--- config.mk ---
export PLATFORM = sky130hd
export DESIGN_NAME = downcounter_timer
export DESIGN_NICKNAME = d
export VERILOG_FILES = /design/src/rtl/downcounter_pkg.sv /design/src/rtl/downcounter_prescale.sv /design/src/rtl/downcounter_timer.sv
export SDC_FILE = /design/constraint.sdc
export NUM_CORES = 1
export LEC_CHECK = 0
export CAP_MARGIN = 5
export CORE_UTILIZATION = 48
export DETAILED_ROUTE_END_ITERATION = 6
export MAX_ROUTING_LAYER = met4
export PLACE_DENSITY = 0.79
export REMOVE_ABC_BUFFERS = 1
export SYNTH_ARGS = -nofsm -noshare
export SYNTH_HDL_FRONTEND = slang
export SYNTH_SLANG_ARGS = --single-unit
--- constraint.sdc ---
create_clock -name clk -period 2.25 [get_ports clk]
set_clock_uncertainty 0.05 [all_clocks]
set_input_delay 0.45 -clock clk [delete_from_list [all_inputs] [get_ports clk]]
set_output_delay 0.45 -clock clk [all_outputs]
set_load 0.01 [all_outputs]
--- src/rtl/downcounter_pkg.sv ---
// Shared types and constants for the down-counter/timer.
package downcounter_pkg;

  typedef enum logic [1:0] {
    IDLE,
    RUN,
    HALT
  } dct_state_t;

  localparam logic MODE_ONESHOT  = 1'b0;
  localparam logic MODE_PERIODIC = 1'b1;

endpackage

--- src/rtl/downcounter_prescale.sv ---
// ce divider: emits one step per pPrescale ce pulses; clr realigns the phase.
module downcounter_prescale #(
  parameter int pPrescale = 4
) (
  input  logic clk,
  input  logic rst,
  input  logic clr,
  input  logic ce,
  output logic step
);

  localparam int CW = (pPrescale > 1) ? $clog2(pPrescale) : 1;
  localparam logic [CW-1:0] CNT_TOP = CW'(pPrescale - 1);

  logic [CW-1:0] cnt_q;
  logic [CW-1:0] cnt_d;

  assign step = ce && (cnt_q == '0);

  always_comb begin
    cnt_d = cnt_q;
    if (clr) begin
      cnt_d = CNT_TOP;
    end else if (ce) begin
      cnt_d = (cnt_q == '0) ? CNT_TOP : cnt_q - CW'(1);
    end
  end

  always_ff @(posedge clk) begin
    if (rst) begin
      cnt_q <= CNT_TOP;
    end else begin
      cnt_q <= cnt_d;
    end
  end

endmodule

--- src/rtl/downcounter_timer.sv ---
// Programmable down-counter/timer with reload, one-shot/periodic modes and registered tc.
// Define DOWNCOUNTER_TIMER_PRESCALE_EN to divide ce by pPrescale before counting.
module downcounter_timer
  import downcounter_pkg::*;
#(
  parameter int WID       = 8,
  parameter int pPrescale = 4
) (
  input  logic           clk,
  input  logic           rst,
  input  logic           ce,
  input  logic           ld,
  input  logic [WID-1:0] d,
  input  logic           start,
  input  logic           stop,
  input  logic           mode,
  output logic [WID-1:0] q,
  output logic           tc,
  output logic           busy,
  output logic           zero
);

  dct_state_t     state_q, state_d;
  logic [WID-1:0] q_q, q_d;
  logic [WID-1:0] reload_q, reload_d;
  logic           tc_q, tc_d;
  logic           step;

`ifdef DOWNCOUNTER_TIMER_PRESCALE_EN
  logic pre_clr;
  assign pre_clr = ld | start | stop;

  downcounter_prescale #(
    .pPrescale(pPrescale)
  ) u_prescale (
    .clk  (clk),
    .rst  (rst),
    .clr  (pre_clr),
    .ce   (ce),
    .step (step)
  );
`else
  assign step = ce;

  // Prescale depth only matters in the prescaled build; keep the range guard visible here too.
  if (pPrescale < 1 || pPrescale > 65536) begin : g_prescale_out_of_range
  end
`endif

  // Commands are mutually exclusive by priority: ld > stop > start > count step.
  always_comb begin
    state_d  = state_q;
    q_d      = q_q;
    reload_d = reload_q;
    tc_d     = 1'b0;
    if (ld) begin
      reload_d = d;
      q_d      = d;
    end else if (stop) begin
      if (state_q != IDLE) begin
        state_d = IDLE;
      end
    end else if (start) begin
      state_d = RUN;
      q_d     = reload_q;
    end else if (state_q == RUN && step) begin
      if (q_q != '0) begin
        q_d = q_q - WID'(1);
      end else begin
        tc_d = 1'b1;
        case (mode)
          MODE_PERIODIC: q_d     = reload_q;
          MODE_ONESHOT:  state_d = HALT;
        endcase
      end
    end
  end

  always_ff @(posedge clk) begin
    if (rst) begin
      state_q  <= IDLE;
      q_q      <= '0;
      reload_q <= '0;
      tc_q     <= 1'b0;
    end else begin
      state_q  <= state_d;
      q_q      <= q_d;
      reload_q <= reload_d;
      tc_q     <= tc_d;
    end
  end

  assign q    = q_q;
  assign tc   = tc_q;
  assign busy = (state_q == RUN);
  assign zero = (q_q == '0);

endmodule

### Word level (Yosys, flattened, before mapping)

Cells that the tools add are included.

| operators by class | value |
|---|---|
| add/sub/neg operators | 1 |
| reductions and logical operators | 10 |
| muxes and demuxes | 13 |
| equality and inequality tests | 5 |
| bitwise logic cells | 2 |

Operator list:

| cell | number |
|---|---|
| two-way mux 8 bit | 6 |
| two-way mux 2 bit | 6 |
| logical NOT 8 bit | 1 |
| nonzero test 8 bit | 1 |
| subtractor 8 x 1 -> 8 bit (second input constant) | 1 |
| != test 3 bit (second input constant) | 2 |
| nonzero test 3 bit | 2 |
| AND reduction 5 bit | 1 |
| OR reduction 5 bit | 1 |
| nonzero test 4 bit | 1 |
| AND reduction 3 bit | 1 |
| == test 2 x 1 -> 1 bit (second input constant) | 1 |
| != test 2 x 1 -> 1 bit (second input constant) | 1 |
| != test 2 bit (second input constant) | 1 |
| NOT 1 bit | 2 |
| nonzero test 2 bit | 1 |
| logical AND 1 bit | 1 |
| two-way mux 1 bit | 1 |

| word-level totals | value |
|---|---|
| register bits | 19 |
| word-level logic and storage cells | 35 |
| output and inout port bits | 11 |
| bits of input ports | 15 |

### Depth between registers and ports, before layout

Gate-level depths: netlist (run 1).

| depth | value |
|---|---|
| word-level depth | 6 |
| mapped depth | 9 |
| gate-level depth less buffers | 7 |

### Least setup slack after synthesis (run 1)

Ideal clock, no wire load.

| timing path | value |
|---|---|
| path type | register to register |
| start | register q_q[0], in the netlist q[0] |
| end | register q_q[5], in the netlist q[5] |
| stages on the path, launching flop included | 10 |
| path buffers | 2 |
| data required time | 2.109 ns |
| data arrival time | 2.008 ns |
| path slack | 0.101 ns |
| period minus slack after synthesis | 2.149 ns |
| cell sequence | dfxtp_1 > clkbuf_1 > inv_1 > ha_1 > nor3b_1 > a21oi_1 > buf_2 > nor2_1 > a211o_1 > a311oi_1 |

| on the way | value |
|---|---|
| word-level cells in the longest chain between the ends | 6 |
| elaborated cells between the ends (all ways) | 9 |

Ends and longest elaborated chain:

| element | RTL line | source |
|---|---|---|
| start, declared | downcounter_timer.sv:24 | `logic [WID-1:0] q_q, q_d;` |
| start signal, assigned | downcounter_timer.sv:87 | `q_q <= q_d;` |
| subtractor 8 x 1 -> 8 bit / nonzero test 8 bit (equally long branches) | downcounter_timer.sv:68, downcounter_timer.sv:67 |  |
| two-way mux 8 bit | downcounter_timer.sv:67 | `if (q_q != '0) begin` |
| two-way mux 8 bit | downcounter_timer.sv:66 | `end else if (state_q == RUN && step) begin` |
| two-way mux 8 bit | downcounter_timer.sv:63 | `end else if (start) begin` |
| two-way mux 8 bit | downcounter_timer.sv:59 | `end else if (stop) begin` |
| two-way mux 8 bit | downcounter_timer.sv:56 | `if (ld) begin` |

Several ways; a longest one is shown, not always the timed one. The select of a mux whose other input is x is not followed.
A chain may end at the register's enable or synchronous reset.

### Worst setup path after layout (run 1)

| timing path | value |
|---|---|
| start | register q_q[1], in the netlist q[1] |
| end | output port zero |

| on the way | value |
|---|---|
| word-level cells in the longest chain between the ends | 1 |

Ends and longest elaborated chain:

| element | RTL line | source |
|---|---|---|
| logical NOT 8 bit | downcounter_timer.sv:96 | `assign zero = (q_q == '0);` |
| end, declared | downcounter_timer.sv:20 | `output logic zero` |

No other way between the ends.

==> qor.csv, run 1 <==
stage,metric,value,unit
final_layout,drive_above_1_share,16.36,%
placement,place_inst,188,
critical_path,end_kind,output pin,
logic_synthesis,synth.most_common_cell,dfxtp_1,
final_layout,num-nets-final,183,
clock_tree,path_clk_slew,0.12,ns
final_layout,finalInstanceArea,1484,um2
logic_synthesis,netlist-cell-type-count,43,
floorplan,ios,26,
logic_synthesis,netlist_area,1090,um2
final_layout,antennaDiodeCount,0,
power,vdd_ir_drop_max,0.0003813,V
logic_synthesis,synth_area_leaders,"dfxtp_1 (35%), mux2i_1 (5.5%), nor2_1 (5.5%), a21oi_1 (5.1%), nand2_1 (4.1%)",
grt,top_usage_layer,met2,
logic_synthesis,ys.flop_type,dfxtp_1,
clock_tree,cts_buffer_depth,2,
clock_tree,cts_resized,3,
placement,io_buffer_count,25,
placement,routabilityCongestion,0.8492,
critical_path,critPathLaunch,q[1],
critical_path,critical_path_required,1.75,ns
critical_path,timing.rr.start,q[1],
logic_synthesis,yosysWarnings,0,
timing,finalCritPeriodShare,92.86,%
logic_synthesis,seq_area_frac_synth,34.90,%
clock_tree,cts_hold_buf,0,
grt,grt-ovfl-total,0,
floorplan,start_util,53.37,%
critical_path,startpoint_type,flop,
detailed_routing,routed_wl,2968,um
run,maxCapViolCount,0,
detailed_routing,drt-vias-per-instance,5.901,
power,leakagePower,0.0006157,uW
detailed_routing,num_vias,1133,
clock_tree,cts_root_buffer,clkbuf_4,
detailed_routing,drt_iter0_markers,32,
timing,final-setup-viol-count,0,
floorplan,die_w,49.65,um
hold_path,hp-class,reg2reg,
logic_synthesis,ys_ff_latch,19,
timing,period_minus_slack,2.089,ns
grt,grt_use_total,26.72,%
logic_synthesis,yosysTopAreaCell,dfxtp_1,
critical_path,ff2ff_setup_slack,0.20,ns
logic_synthesis,synth_edf_count,0,
logic_synthesis,syn_area_per_cell,8.448,um2
grt,grt_util_met3,4.630,%
clock_tree,htreeDepth,1,
floorplan,coreArea,2042,um2
critical_path,crit_path_max_fanout,3,
grt,grt_pass1_wl,4830,um
hold_path,hold_start,reload_q[2],
floorplan,die_y,49.65,um
timing,tightest_slew,0.4152,ns
detailed_routing,drc_errors,0,
detailed_routing,ant_nets,0,
grt,grt_pass1_vias,1073,
floorplan,rows,16,
logic_synthesis,synth_commonest_cells,"dfxtp_1 (19), nor2_1 (16), nand2_1 (12)",
critical_path,cp_data_arrival_time,1.59,ns
run_status,status,completed,
timing,max_slew_margin,72.07,%
timing,fmax,478.6,MHz
grt,grt_max_degree,16,
logic_synthesis,synth_top_area_share,34.90,%
timing,slew_violations,0,
logic_synthesis,synthCells,129,
placement,place_area,1448,um2
floorplan,dieArea,2465,um2
grt,antenna_found_initial,0,
logic_synthesis,synthArstFlopShare,0,%
detailed_routing,wire_per_inst,15.46,um
timing,hold_viol_final,0,
grt,grt_use_met2,44.14,%
detailed_routing,drt_first_pass_iters,4,
clock_tree,clkLatencyLatePin,0.30,ns
clock_tree,cts_buffers,3,
final_layout,fin_cells,192,
timing,rsz0062_at_grt,false,
critical_path,worstReg2RegEnd,q[3],
critical_path,ff2ff_path_depth,9,
critical_path,crit_path_end,zero,
final_layout,syn_to_final_growth,36.17,%
clock_tree,cts.sinks,19,
placement,dpl.hpwl,2202,um
critical_path,path_class,reg2out,
clock_tree,cts_tree,yes,
power,power_density,549.0,nW/um2
clock_tree,post_cts_buffers,0,
grt,grt_use_met1,31.13,%
==> worst min-delay path by stage <==
stage                              to  slack, ns  cells after the start
after floorplan           reload_q[2]       0.39                      2
after detailed placement  reload_q[2]       0.41                      2
final                     reload_q[2]       0.43                      2
after global routing      reload_q[2]       0.44                      2
after CTS                 reload_q[2]       0.43                      2
after global placement    reload_q[2]       0.41                      2
==> worst max-delay path: stages (launching register included) <==
cell and delay [ns]:
dfxtp_1 0.33, inv_1 0.08, ha_1 0.19, nor3b_4 0.23, nand2_2 0.08, inv_1 0.10, dlygate4sd2_1 0.27
==> routing by layer <==
metal / wire (um) / up-vias
met4: 76 / 0
met5: 0 / -
met1: 1299 / 532
met2: 1470 / 47
li1: - / 545
met3: 123 / 9
==> cells by family after synthesis <==
kind of cell,synth area share (%)
AND/OR/NAND/NOR,21.36
AO/OA/AOI/OAI,28.13
flip-flops,34.90
buffers and inverters,5.970
multiplexers,6.544
adder cells (fa/ha/maj),2.296
XOR/XNOR,0.8038
==> final cells by class <==
class                   instances  area, um2
repair buffers                 39      354.1
fillers                       171      558.0
inverters                       9      33.78
clock buffers                   4      26.28
multi-input cells              94      655.6
flip-flops and latches         19      380.4
well taps                      27      33.78
==> flip-flops by register name, indices dropped and copies added (netlist names) <==
register,flops
tc,1
state_q,2
q,8
reload_q,8
==> power by group <==
part | switching (uW) | leakage (uW) | total, uW | internal [uW]
clock | 110 | 0.0000150 | 180 | 69.1
combinational | 124 | 0.000444 | 256 | 132
sequential | 22.2 | 0.000157 | 379 | 357
==> cell usage in the layout (no fill, tap or decap), types with 2 or more instances in the layout <==
cell / count
a21o_1: 3
a21oi_1: 11
a221oi_1: 4
a221oi_2: 2
a311oi_1: 2
a31oi_1: 2
buf_4: 14
clkbuf_4: 3
clkdlybuf4s50_1: 24
dfxtp_1: 19
ha_1: 2
inv_1: 9
mux2i_1: 6
nand2_1: 12
nand3_1: 2
nor2_1: 16
nor2b_1: 2
nor3_1: 2
o21ai_0: 3
o221ai_1: 2
o22ai_1: 2
==> metrics by stage <==
stage | setup TNS, ns | total power, uW | hold slack, ns | utilization (%) | setup WS, ns
global placement | 0 | 626.4 | 0.4087 | 70.89 | 0.09268
global route | 0 | 857.8 | 0.4402 | 72.67 | 0.04745
CTS | 0 | 811.6 | 0.4288 | 72.67 | 0.1697
finish | 0 | 814.7 | 0.4287 | 72.67 | 0.1607
floorplan | -0.002147 | 506.2 | 0.3861 | - | -0.002147
detailed placement | 0 | 636.0 | 0.4118 | 70.89 | 0.01900
(Power assumes the default switching activity.)
==> run 2, diff against run 1 <==
Settings changed: CAP_MARGIN 5 to default, REMOVE_ABC_BUFFERS 1 to default, SYNTH_HIERARCHICAL from default to 1.
==> qor.csv, run 2 <==
stage,metric,value,unit,change
run_status,status,completed,,unchanged
final_layout,layout_common_cells,"clkdlybuf4s50_1 (24), dfxtp_1 (19), nor2_1 (16)",,unchanged
logic_synthesis,synth_area_leaders,"dfxtp_1 (35%), mux2i_1 (5.5%), nor2_1 (5.5%), a21oi_1 (5.1%), nand2_1 (4.1%)",,unchanged
detailed_routing,wire_per_inst,14.33,um,was 15.46 um
placement,io_buffer_count,25,,unchanged
critical_path,startpoint_type,flop,,unchanged
timing,worst_slack,0.1469,ns,was 0.1607 ns
timing,slew_violations,0,,unchanged
critical_path,ff2ff_path_depth,9,,unchanged
grt,antenna_found_initial,0,,unchanged
logic_synthesis,synthArstFlopShare,0,%,unchanged
power,p_comb_share,31.1,%,was 31.4%
floorplan,dieArea,2465,um2,unchanged
grt,grt_pass1_vias,1053,,was 1073
critical_path,cp_data_arrival_time,2.25,ns,was 1.59 ns
timing,max_slew_margin,73.68,%,was 72.07%
run,maxCapViolCount,0,,unchanged
floorplan,start_util,53.37,%,unchanged
power,share_seq_of_total_power,46.8,%,was 46.6%
logic_synthesis,synthCells,129,,unchanged
clock_tree,cts_tree,yes,,unchanged
logic_synthesis,ys_ff_latch,19,,unchanged
logic_synthesis,yosysTopAreaCell,dfxtp_1,,unchanged
logic_synthesis,yosysWarnings,6,,was 0
logic_synthesis,synth_edf_count,0,,unchanged
critical_path,cpMostUsedCell,a21oi_1,,was inv_1
grt,grt_pass1_wl,4629,um,was 4830 um
logic_synthesis,seq_area_frac_synth,34.90,%,unchanged
hold_path,hp-class,reg2reg,,unchanged
floorplan,die_y,49.65,um,unchanged
critical_path,path_class,reg2reg,,was reg2out
clock_tree,cts_root_buffer,clkbuf_4,,unchanged
grt,grt_use_total,25.46,%,was 26.72%
critical_path,crit_path_end,q[3],,was zero
critical_path,cpPeakStageDelay,0.35,ns,was 0.33 ns
logic_synthesis,synth.most_common_cell,dfxtp_1,,unchanged
final_layout,final_core_util,72.06,%,was 72.67%
detailed_routing,routed_wl,2694,um,was 2968 um
critical_path,ff2ff_setup_slack,0.15,ns,was 0.20 ns
final_layout,syn_to_final_growth,35.02,%,was 36.17%
grt,grt-ovfl-total,0,,unchanged
critical_path,critPathLaunch,q[0],,was q[1]
placement,routabilityCongestion,0.8581,,was 0.8492
logic_synthesis,ys.flop_type,dfxtp_1,,unchanged
critical_path,crit_path_max_fanout,12,,was 3
power,power_density,549.8,nW/um2,was 549.0 nW/um2
final_layout,drive_above_1_share,15.53,%,was 16.36%
floorplan,coreArea,2042,um2,unchanged
timing,final-setup-viol-count,0,,unchanged
logic_synthesis,synth_nets,146,,
clock_tree,cts_buffer_depth,2,,unchanged
detailed_routing,drt_iter0_markers,20,,was 32
power,internal_power,554.9,uW,was 558.1 uW
final_layout,multiInputGateArea,655.6,um2,unchanged
timing,rsz0062_at_grt,false,,unchanged
final_layout,fillers,177,,was 171
power,leakagePower,0.0005953,uW,was 0.0006157 uW
logic_synthesis,netlist-cell-type-count,43,,unchanged
detailed_routing,drt_first_pass_iters,5,,was 4
critical_path,crit_cells,9,,was 6
clock_tree,cts.sinks,19,,unchanged
placement,dpl.hpwl,2121,um,was 2202 um
detailed_routing,drt-vias-per-instance,5.755,,was 5.901
timing,setup_tns,0,ns,unchanged
final_layout,finalInstanceArea,1471,um2,was 1484 um2
critical_path,worstReg2RegEnd,q[3],,unchanged
critical_path,critical_path_required,2.40,ns,was 1.75 ns
critical_path,worstPathCellList,"inv_1, ha_1, nor3b_4, buf_4, a21oi_1, buf_12, mux2_2, a21oi_1, a221oi_1",,"was inv_1, ha_1, nor3b_4, nand2_2, inv_1, dlygate4sd2_1"
floorplan,ios,26,,unchanged
clock_tree,cts_hold_buf,0,,unchanged
power,p_sw_share,31.41,%,was 31.49%
final_layout,num-nets-final,179,,was 183
logic_synthesis,netlist_area,1090,um2,unchanged
floorplan,die_w,49.65,um,unchanged
critical_path,end_kind,flop,,was output pin
final_layout,layout_commonest_cell,clkdlybuf4s50_1,,unchanged
timing,finalCritPeriodShare,93.47,%,was 92.86%
critical_path,cpLargestDelayFamily,compound AO/OA/AOI/OAI gates,,was buffers and inverters
timing,hold_viol_final,0,,unchanged
placement,place_area,1430,um2,was 1448 um2
detailed_routing,ant_nets,0,,unchanged
clock_tree,cts_buffers,3,,unchanged
logic_synthesis,syn_area_per_cell,8.448,um2,unchanged
critical_path,crit_buf_inv,3,,unchanged
power,vdd_ir_drop_max,0.0005680,V,was 0.0003813 V
timing,hold_ws,0.4363,ns,was 0.4287 ns
critical_path,timing.rr.start,q[0],,was q[1]
power,p_switching,254.1,uW,was 256.6 uW
timing,tightest_slew,0.3949,ns,was 0.4152 ns
power,pwr-share-clk,22.2,%,was 22.0%
clock_tree,htreeDepth,1,,unchanged
critical_path,crit_slowest_cell,dfxtp_1,,unchanged
logic_synthesis,synth_commonest_cells,"dfxtp_1 (19), nor2_1 (16), nand2_1 (12)",,unchanged
final_layout,antennaDiodeCount,0,,unchanged
detailed_routing,num_vias,1082,,was 1133
detailed_routing,drc_errors,0,,unchanged
grt,grt_max_degree,17,,was 16
placement,dp_slack,0.01155,ns,was 0.01900 ns
final_layout,register_area,380.4,um2,unchanged
clock_tree,clkLatencyLatePin,0.31,ns,was 0.30 ns
logic_synthesis,synth_top_area_share,34.90,%,unchanged
clock_tree,path_clk_slew,0.11,ns,was 0.12 ns
timing,period_minus_slack,2.103,ns,was 2.089 ns
floorplan,rows,16,,unchanged
timing,fmax,475.5,MHz,was 478.6 MHz
[run 2: cell counts after synthesis]
Identical to the previous run, type by type.
[run 2: power by group through the flow]
stage          clock network (uW)  registers (uW)  logic [uW]
6_report                      179             379         251
3_3_place_gp                    0             383         240
4_1_cts                       184             379         250
5_1_grt                       207             382         274
3_5_place_dp                    0             385         248
2_1_floorplan                   0             388         133
[run 2: worst min-delay path by stage]
stage          depth (start not counted)        start          end
6_report                               2  reload_q[2]  reload_q[2]
5_1_grt                                2  reload_q[2]  reload_q[2]
4_1_cts                                2  reload_q[2]  reload_q[2]
3_5_place_dp                           2  reload_q[2]  reload_q[2]
3_3_place_gp                           2  reload_q[4]  reload_q[4]
2_1_floorplan                          2  reload_q[2]  reload_q[2]
[run 2: kinds of logic (layout without fill, tap and decap cells)]
group | count (synthesis) | in the layout | synth area share (%)
AND/OR/NAND/NOR | 45 | 45 | 21.36
AO/OA/AOI/OAI | 39 | 39 | 28.13
flip-flops | 19 | 19 | 34.90
buffers and inverters | 16 | 48 | 5.970
multiplexers | 7 | 7 | 6.544
adder cells (fa/ha/maj) | 2 | 2 | 2.296
XOR/XNOR | 1 | 1 | 0.8038
[run 2: what timing repair did]
item                       CTS  global route
gates cloned                 0             0
buffers inserted             0             0
gates resized for setup      3             2
setup endpoints to repair    1             1
[run 2: per-stage QoR]
stage          power (uW)  cells
5_1_grt             862.3    188
3_3_place_gp        623.0    184
4_1_cts             813.4    188
3_5_place_dp        632.5    184
2_1_floorplan       520.7    129
6_report            809.0    188
[run 2: routing by layer]
layer	share of wire (%)	vias up	global-route usage, %	wire (um)
li1	-	537	-	-
met1	42	514	28.30	1122
met2	53	31	43.47	1435
met3	5.0	0	7.099	135
met4	0	0	8.571	0
met5	0	-	-	0
[run 2: worst reg2reg max path: stages, from the launching register on]
cell and delay, ns:
dfxtp_1 0.35, inv_1 0.06, ha_1 0.23, nor3b_4 0.17
buf_4 0.15, a21oi_1 0.25, buf_12 0.17, mux2_2 0.33
a21oi_1 0.15, a221oi_1 0.09
[run 2: area by class of cell]
cell class              instances  area share [%]
clock buffers                   3           1.531
clock inverters                 1          0.5102
inverters                       9           2.296
multi-input cells              94           44.56
flip-flops and latches         19           25.85
well taps                      27           2.296
repair buffers                 35           22.96
==> patch (config.mk and constraints of run 2) <==
Re-encode `dct_state_t` (3 states) as one-hot, 3 bits wide.
--- a/src/rtl/downcounter_pkg.sv
+++ b/src/rtl/downcounter_pkg.sv
@@ -1,10 +1,10 @@
 // Shared types and constants for the down-counter/timer.
 package downcounter_pkg;
 
-  typedef enum logic [1:0] {
-    IDLE,
-    RUN,
-    HALT
+  typedef enum logic [2:0] {
+    IDLE = 3'b001,
+    RUN  = 3'b010,
+    HALT = 3'b100
   } dct_state_t;
 
   localparam logic MODE_ONESHOT  = 1'b0;
Check against the original RTL: same outputs for any inputs over 10 cycles, from zero or initial values and one cycle with rst high; not proved beyond that.
==> patch against run 2 <==
- synthesized cell count increased by 2.3%
- sequential cell count is 1 higher
- hold slack worse by 0.010 ns
- design area grew 2.0%
- first-iteration DRC count up 65%
- synthesized area grew 3.1%
- setup slack worse by 0.017 ns
- power up 6.9%
- die area grew 3.0%
- sequential power is 5.8% higher
- combinational power fell by 2%
- count of clock-buffer cells in the layout rose by 1
- routed wire length is 10% higher
- critical path type is now reg -> out
- highest routed layer is now met4
==> patch: results <==
group,metric,value,unit
status,status,"finished, final reports clean",
synth,netlist_top_cells_area,"dfxtp_1 36%, nor2_1 5.0%, mux2i_1 4.5%",
sta,fin_hold_ws,0.4260,ns
clock_network,clockBufferDepth,2,
global_route,grtUsageTotal,26.45,%
sta,tightest_slew,0.4262,ns
setup_path,rr_startpoint,"q[1]",
clock_network,postCtsHoldBufs,0,
sta,max_freq,0.4718,GHz
routing,drt_iter0_drc,33,
clock_network,h-tree-depth,1,
placement,io_buffer_count,25,
synth,ys_warn_count,6,
global_route,grt_pass1_vias,1086,
global_route,grt_pass1_wl,4933,um
clock_network,clk_latency,0.31,ns
setup_path,crit_end,"zero",
setup_path,cp_max_fo,3,
clock_network,clk_pin_slew,0.13,ns
synth,syn_nets,149,
sta,tns,0,ns
sta,final-max-slew-violation-count,0,
routing,drt_pass1_iterations,4,
synth,synthAdderAreaFrac,2.227,%
final_layout,fillers,209,
synth,muxShareOfSynthArea,4.454,%
clock_network,ctsRootBufferMaster,"clkbuf_4",
synth,yosys-top-cells-count,"20 x dfxtp_1, 15 x nor2_1, 12 x nand2_1",
synth,synth_compound_area_share,31.40,%
global_route,antenna_found_initial,0,
setup_path,reg2reg_slack,0.22,ns
clock_network,cts_buffers,3,
placement,dp_slack,0.09943,ns
final_layout,drive_gt1_share,12.73,%
pwr,p_leak,0.5762,nW
synth,async_reset_ff_share,0,%
placement,dpl.hpwl,2201,um
synth,synth_cell_types,43,
final_layout,antenna_cells,0,
final_layout,nets,183,
synth,netlist_instances,132,
synth,synth-xor-area-share,0,%
routing,wl,2976,um
placement,gp_congestion,0.8505,
min_path,min_path_type,"reg -> reg",
setup_path,r2r_cells,9,
synth,ys_seq_area_share,35.63,%
pwr,power.internal,0.6014,mW
placement,place_area,1458,um2
setup_path,crit_start,"q[0]",
setup_path,r2r-end,"q[2]",
final_layout,stdcell_count,193,
pwr,vdd_ir_drop_max,0.0004168,V
global_route,grt_max_degree,20,
routing,num_vias,1157,
setup_path,crit_arrival,1.62,ns
==> patch: worst min path at each step <==
stage,from,to,depth (start not counted)
2_1_floorplan,reload_q[2],reload_q[2],2
3_3_place_gp,reload_q[2],reload_q[2],2
3_5_place_dp,reload_q[2],reload_q[2],2
4_1_cts,reload_q[2],reload_q[2],2
5_1_grt,reload_q[2],reload_q[2],2
6_report,reload_q[2],reload_q[2],2
==> patch: per-layer routing <==
layer / wire, um / track usage [%] / up-vias
li1: - / - / 563
met5: 0 / - / -
met1: 1339 / 32.34 / 557
met2: 1479 / 42.89 / 35
met4: 20 / 10.19 / 0
met3: 136 / 5.152 / 2
==> patch: area by class of cell <==
type                            count  area [um2]  area share, %
Sequential cell                    20       401.6          26.77
Clock buffer                        4       36.28          2.419
Inverter                            7       26.28          1.751
Timing Repair Buffer               35       324.1          21.60
Tap cell                           28       35.03          2.335
Multi-Input combinational cell     99       676.9          45.12
==> patch: what timing repair did <==
action,CTS,global route
gates resized for setup,3,0
setup buffers,0,0
endpoints found under the setup margin,1,0
==> patch: logic make-up (layout without fill, tap and decap cells) <==
group / after synthesis / in the layout
compound gates: 48 / 48
simple gates: 44 / 44
flops: 20 / 20
buf+inv: 13 / 46
mux: 5 / 5
fa+ha+maj: 2 / 2
==> patch: critical path, cell delays in order (launching register included) <==
cell and delay (ns):
dfxtp_1 0.33, inv_1 0.10, ha_1 0.20, nor3b_4 0.23
and2_4 0.20, dlygate4sd2_1 0.27
==> patch: power by group through the flow <==
stage	clock network, mW	registers, mW	logic, mW
5_1_grt	0.238	0.404	0.269
4_1_cts	0.218	0.400	0.244
3_5_place_dp	0	0.407	0.243
2_1_floorplan	0	0.408	0.136
6_report	0.219	0.401	0.245
3_3_place_gp	0	0.406	0.237
